### src/rtl/boot_pkg.sv
// boot_pkg: shared types and constants for the boot loader.
// Used by boot_loader and word_packer.
package boot_pkg;

   localparam int BOOT_LEN_W      = 16;
   localparam int BOOT_WORD_BYTES = 4;

   typedef enum logic [2:0] {
      BOOT_IDLE   = 3'd0,
      BOOT_LEN_HI = 3'd1,
      BOOT_DATA   = 3'd2,
      BOOT_WRITE  = 3'd3,
      BOOT_CHECK  = 3'd4,
      BOOT_DONE   = 3'd5,
      BOOT_ERROR  = 3'd6
   } boot_state_t;

   // States in which a stream byte may be taken.
   function automatic logic boot_takes_byte(input boot_state_t s);
      return (s == BOOT_IDLE) || (s == BOOT_LEN_HI) ||
             (s == BOOT_DATA) || (s == BOOT_CHECK);
   endfunction

endpackage

### src/rtl/word_packer.sv
// word_packer: gathers stream bytes into a little-endian word.
// Byte k of a word lands in bits [8k+7:8k]; clear zeroes the buffer.
module word_packer
   import boot_pkg::*;
(
   input  logic                         clk,
   input  logic                         reset,
   input  logic                         push,
   input  logic                         clear,
   input  logic [7:0]                   din,
   output logic [8*BOOT_WORD_BYTES-1:0] word,
   output logic                         full
);

   localparam int LW = $clog2(BOOT_WORD_BYTES);

   logic [8*BOOT_WORD_BYTES-1:0] buffer;
   logic [LW-1:0]                lane;

   // Buffer with the incoming byte merged into its lane.
   always_comb begin
      word = buffer;
      word[{lane, 3'b000} +: 8] = din;
   end

   assign full = push && (lane == LW'(BOOT_WORD_BYTES - 1));

   // Lane storage; cleared on reset or after the word is written.
   always_ff @(posedge clk) begin
      if (!reset || clear) begin
         buffer <= '0;
         lane   <= '0;
      end else if (push) begin
         buffer <= word;
         lane   <= lane + LW'(1);
      end
   end

endmodule

### src/rtl/boot_loader.sv
// boot_loader: loads a length-prefixed byte image into memory, then
// releases the core. Optional trailing checksum: BOOT_CHECKSUM_EN.
module boot_loader
   import boot_pkg::*;
#(
   parameter int unsigned MAX_BYTES = 256,
   parameter logic [31:0] BASE_ADDR = 32'h0
) (
   input  logic                  Clk,
   input  logic                  reset,
   input  logic [7:0]            in_data,
   input  logic                  in_valid,
   output logic                  in_ready,
   output logic [31:0]           mem_addr,
   output logic [31:0]           mem_wdata,
   output logic                  mem_wr,
   output logic                  cpu_reset,
   output logic                  done,
   output logic                  error,
   output logic [BOOT_LEN_W-1:0] byte_count
);

   localparam logic [BOOT_LEN_W:0] MAX_N = (BOOT_LEN_W + 1)'(MAX_BYTES);

`ifdef BOOT_CHECKSUM_EN
   localparam boot_state_t ST_FINAL = BOOT_CHECK;
`else
   localparam boot_state_t ST_FINAL = BOOT_DONE;
`endif

   boot_state_t           state;
   boot_state_t           nxt;
   logic [7:0]            len_lo;
   logic [BOOT_LEN_W-1:0] len;
   logic [BOOT_LEN_W-1:0] len_in;
   logic [BOOT_LEN_W-1:0] word_index;
   logic                  take;
   logic                  push;
   logic                  last;
   logic                  full;
   logic [31:0]           word;
`ifdef BOOT_CHECKSUM_EN
   logic [7:0]            csum;
`endif

   assign take   = in_valid && in_ready;
   assign push   = take && (state == BOOT_DATA);
   assign len_in = {in_data, len_lo};
   assign last   = (byte_count + BOOT_LEN_W'(1)) == len;

   word_packer u_packer (
      .clk   (Clk),
      .reset (reset),
      .push  (push),
      .clear (state == BOOT_WRITE),
      .din   (in_data),
      .word  (word),
      .full  (full)
   );

   // Next-state decision for the load sequence.
   always_comb begin
      nxt = state;
      unique case (state)
         BOOT_IDLE:
            if (take) nxt = BOOT_LEN_HI;
         BOOT_LEN_HI:
            if (take) begin
               if ({1'b0, len_in} > MAX_N)
                  nxt = BOOT_ERROR;
               else if (len_in == '0)
                  nxt = ST_FINAL;
               else
                  nxt = BOOT_DATA;
            end
         BOOT_DATA:
            if (push && (full || last)) nxt = BOOT_WRITE;
         BOOT_WRITE:
            nxt = (byte_count == len) ? ST_FINAL : BOOT_DATA;
         BOOT_CHECK: begin
`ifdef BOOT_CHECKSUM_EN
            if (take)
               nxt = (in_data == csum) ? BOOT_DONE : BOOT_ERROR;
`endif
         end
         BOOT_DONE:  nxt = BOOT_DONE;
         BOOT_ERROR: nxt = BOOT_ERROR;
         default:    nxt = BOOT_IDLE;
      endcase
   end

   // State register and status outputs derived from the next state.
   always_ff @(posedge Clk) begin
      if (!reset) begin
         state     <= BOOT_IDLE;
         in_ready  <= 1'b1;
         cpu_reset <= 1'b1;
         done      <= 1'b0;
         error     <= 1'b0;
      end else begin
         state     <= nxt;
         in_ready  <= boot_takes_byte(nxt);
         cpu_reset <= (nxt != BOOT_DONE);
         done      <= (nxt == BOOT_DONE);
         error     <= (nxt == BOOT_ERROR);
      end
   end

   // Length capture, counters and the memory write port.
   always_ff @(posedge Clk) begin
      if (!reset) begin
         len_lo     <= '0;
         len        <= '0;
         byte_count <= '0;
         word_index <= '0;
         mem_addr   <= BASE_ADDR;
         mem_wdata  <= '0;
         mem_wr     <= 1'b0;
      end else begin
         mem_wr <= (nxt == BOOT_WRITE);
         if (take && state == BOOT_IDLE)
            len_lo <= in_data;
         if (take && state == BOOT_LEN_HI)
            len <= len_in;
         if (push)
            byte_count <= byte_count + BOOT_LEN_W'(1);
         if (nxt == BOOT_WRITE) begin
            mem_addr  <= BASE_ADDR + 32'({word_index, 2'b00});
            mem_wdata <= word;
         end
         if (state == BOOT_WRITE)
            word_index <= word_index + BOOT_LEN_W'(1);
      end
   end

`ifdef BOOT_CHECKSUM_EN
   // Running 8-bit sum of payload bytes.
   always_ff @(posedge Clk) begin
      if (!reset)
         csum <= '0;
      else if (push)
         csum <= csum + in_data;
   end
`endif

endmodule
### config.mk
export PLATFORM = sky130hd
export DESIGN_NAME = boot_loader
export DESIGN_NICKNAME = d
export VERILOG_FILES = /design/src/rtl/boot_pkg.sv /design/src/rtl/word_packer.sv /design/src/rtl/boot_loader.sv
export SDC_FILE = /design/constraint.sdc
export NUM_CORES = 1
export LEC_CHECK = 0
export BUFFER_PORTS_ARGS = -buffer_cell sky130_fd_sc_hd__buf_2
export CORE_ASPECT_RATIO = 1.25
export CORE_MARGIN = 2
export CORE_UTILIZATION = 49
export DETAILED_ROUTE_END_ITERATION = 12
export PLACE_DENSITY_LB_ADDON = 0.1
export SLEW_MARGIN = 20
export SYNTH_ARGS = -nofsm -noshare
export SYNTH_HDL_FRONTEND = slang
export SYNTH_SLANG_ARGS = --single-unit
### constraint.sdc
create_clock -name Clk -period 6 [get_ports Clk]
set_clock_uncertainty 0.15 [all_clocks]
set_input_delay 0.3 -clock Clk [delete_from_list [all_inputs] [get_ports Clk]]
set_output_delay 0.3 -clock Clk [all_outputs]
set_load 0.01 [all_outputs]
==> metrics <==
TritonCTS sink count 146; CP Class flip-flop to flip-flop; routed len/inst 14.8 um; H-tree level count 4; WP data required just over 6 ns; count of state elements after synthesis between 100 and 150; Final Hold Vio Count 0; # IOs 96; EDFF count, synth 0; commonest non-fill, non-tap cells in the layout 146 x dfxtp_1, 123 x nand2_1, 78 x buf_2; area grow syn2layout 12.2%; Leakage approximately 0.0034 uW; Synth async-reset ratio 0%; Net Sw Power 556 uW; Final Cell Area between 0.007 and 0.008 mm2; worst reg-to-reg path cell count 7; worst hold-check slack 0.0935 ns; total chip power ~2300 uW; share of cells above drive strength 1 15.4%; fin nets 857; vias ~5400; GRT overflow 0; crit path DAT 3.26 ns; RSZ-0062 raised after global routing false; Final period util between 50% and 60%; Site Rows 49; vias in the first global route 5189; Int Power 1790 uW; area post-placement 0.00734 mm2; Worst Tran Pin Value 0.945 ns; Clock Power Share a little under half; Final Max Tran Viols 0; Avg Synthesized Cell Area 9.01 um2; Die H 138 um; Post-CTS Setup Repair Bufs 0; Starting Density 49.6%; drt total wl 15300 um; status finished, final reports clean; ANT cells 0; first-pass GRT wire length 25800 um; Starting DRT DRC Count 278; Hold/Removal Path Class primary input to flip-flop; clock root buffer clkbuf_16; synth top area cells dfxtp_1 41%, mux2i_1 8.0%, nand2_1 6.5%; critical path peak fanout 51; CTS Buf Count 17; hold depth 3; commonest non-fill, non-tap cell in the layout dfxtp_1; setup TNS 0 ns; Synth cell types 60; GPL Wtd Cong between 0.8 and 0.9; Overall Global Routing Usage 20.4%; Peak Freq 0.325 GHz; Post-DP HPWL 10200 um; Period minus WS final 3.08 ns; Comb power frac 9.2%; full die area around 0.015 mm2; Synth Flop Type dfxtp_1; worst vdd ir ~0.19 mV; Port Buffers 79; Yosys top cell area share 41.2%; Gate Count Post-Synth 787; Critical Path Start Type flip-flop; CTS tree yes; Die X 112 um; fill cell total of the finished layout 1325; DRT antenna net count 0; cell taking the most area after synthesis dfxtp_1; Pwr Density 295 mW/mm2; residual DRC count 0; post-cts resize count 0; Clk pin slew, worst setup/hold paths 0.06 ns; Layout Utilization 55.7%; Switching Share approximately a quarter; Clk Latency, worst-skew pair 0.42 ns; area occupied by registers approximately 0.0029 mm2; Max-slew headroom 36.5%; area of the multi-input gates about 0.0037 mm2; final setup fails 0; YS warnings 0; sequential power share 43.8%; sequential-to-total area share from yosys stat 41.2%; synthesized area 0.00709 mm2; Critical Path End Type flip-flop; Placeable Area 0.0143 mm2; mean number of vias per cell ~5.3; initial antenna violation count 0; hold_buf cts 0; CTS Buffer Depth 2; pin count of the biggest net entering global routing 102; drt first pass iters 4; max_cap viols 0
==> power by group through the flow <==
stage                     logic (uW)  clock network (uW)  registers (uW)
after floorplan                  183                   0            1040
after global placement           211                   0            1050
after detailed placement         216                   0            1050
after CTS                        218                1120            1030
after global routing             242                1160            1030
final                            216                1100            1030
==> synthesized netlist by cell type, types with 2 or more instances <==
cell type,instances
clkbuf_1,23
mux2i_1,57
a211o_1,2
nor2_1,44
a21boi_1,2
nand2b_1,33
nand4b_1,4
nand2_1,123
a21boi_0,19
xor2_1,17
a211oi_1,33
nand3b_1,2
nor2b_1,44
nor3_1,5
buf_1,3
or3_1,4
buf_4,18
nand4_1,9
dlygate4sd1_1,5
dfxtp_1,146
inv_1,6
ha_1,7
o21ai_1,2
and4_1,4
xnor2_1,37
nand3_1,6
and2_1,30
nor4b_1,2
nor4_1,5
nand4_2,2
and3_1,5
a21oi_1,40
o21ai_0,6
and4_2,2
buf_6,4
buf_2,7
buf_12,6
==> sequential cells by signal, indices dropped and copies added, names as in the netlist, 3 cells and up <==
name	count
word_index	16
u_packer.buffer	32
state	3
len_lo	8
byte_count	16
mem_wdata	32
mem_addr	16
len	16
==> area by class of cell <==
class                           count  share of cell area, %
Clock buffer                       23                   6.26
Clock inverter                      8                   1.56
Inverter                            6                  0.283
Multi-Input combinational cell    584                   46.9
Sequential cell                   146                   36.7
Tap cell                          178                   2.80
Timing Repair Buffer               84                   5.47
==> final timing paths <==
check,to,from,slack [ns]
min,len[15],in_data[7],0.09
max reg2reg,mem_wdata[23],byte_count[2],2.92
max,mem_wdata[23],byte_count[2],2.92
min reg2reg,mem_wdata[21],mem_wdata[21],0.30
==> logic make-up (layout without fill, tap and decap cells) <==
group | count (synthesis) | after routing | share of synthesized area (%)
other | 1 | 16 | 0.0529
AO/OA/AOI/OAI | 114 | 114 | 10.7
buffers and inverters | 72 | 121 | 7.04
flip-flops | 146 | 146 | 41.2
multiplexers | 58 | 58 | 8.21
adder cells (fa/ha/maj) | 7 | 7 | 1.24
XOR/XNOR | 54 | 54 | 6.67
AND/OR/NAND/NOR | 335 | 335 | 24.8
==> through the flow <==
step	instances	setup WS (ns)
after floorplan	802	3.49
after global placement	998	3.08
after detailed placement	998	2.94
after CTS	1029	2.93
after global routing	1029	2.71
final	1029	2.92
==> layer usage <==
layer	up-vias	track usage, %	part of all wire (%)
met1	2538	24.5	44
met2	118	35.0	51
met4	0	9.03	1.4
li1	2734	-	-
met3	20	4.12	4.0
met5	-	0	0
==> worst max-delay path, cell delays in order (launching register included) <==
cell and delay, ns:
dfxtp_1 0.53, and4_1 0.42, nand3_2 0.15, o211a_1 0.25
o221a_1 0.23, o2111ai_1 0.13, and2_4 0.78, mux2i_1 0.29
Note: power is estimated with default switching activity, not from simulation.
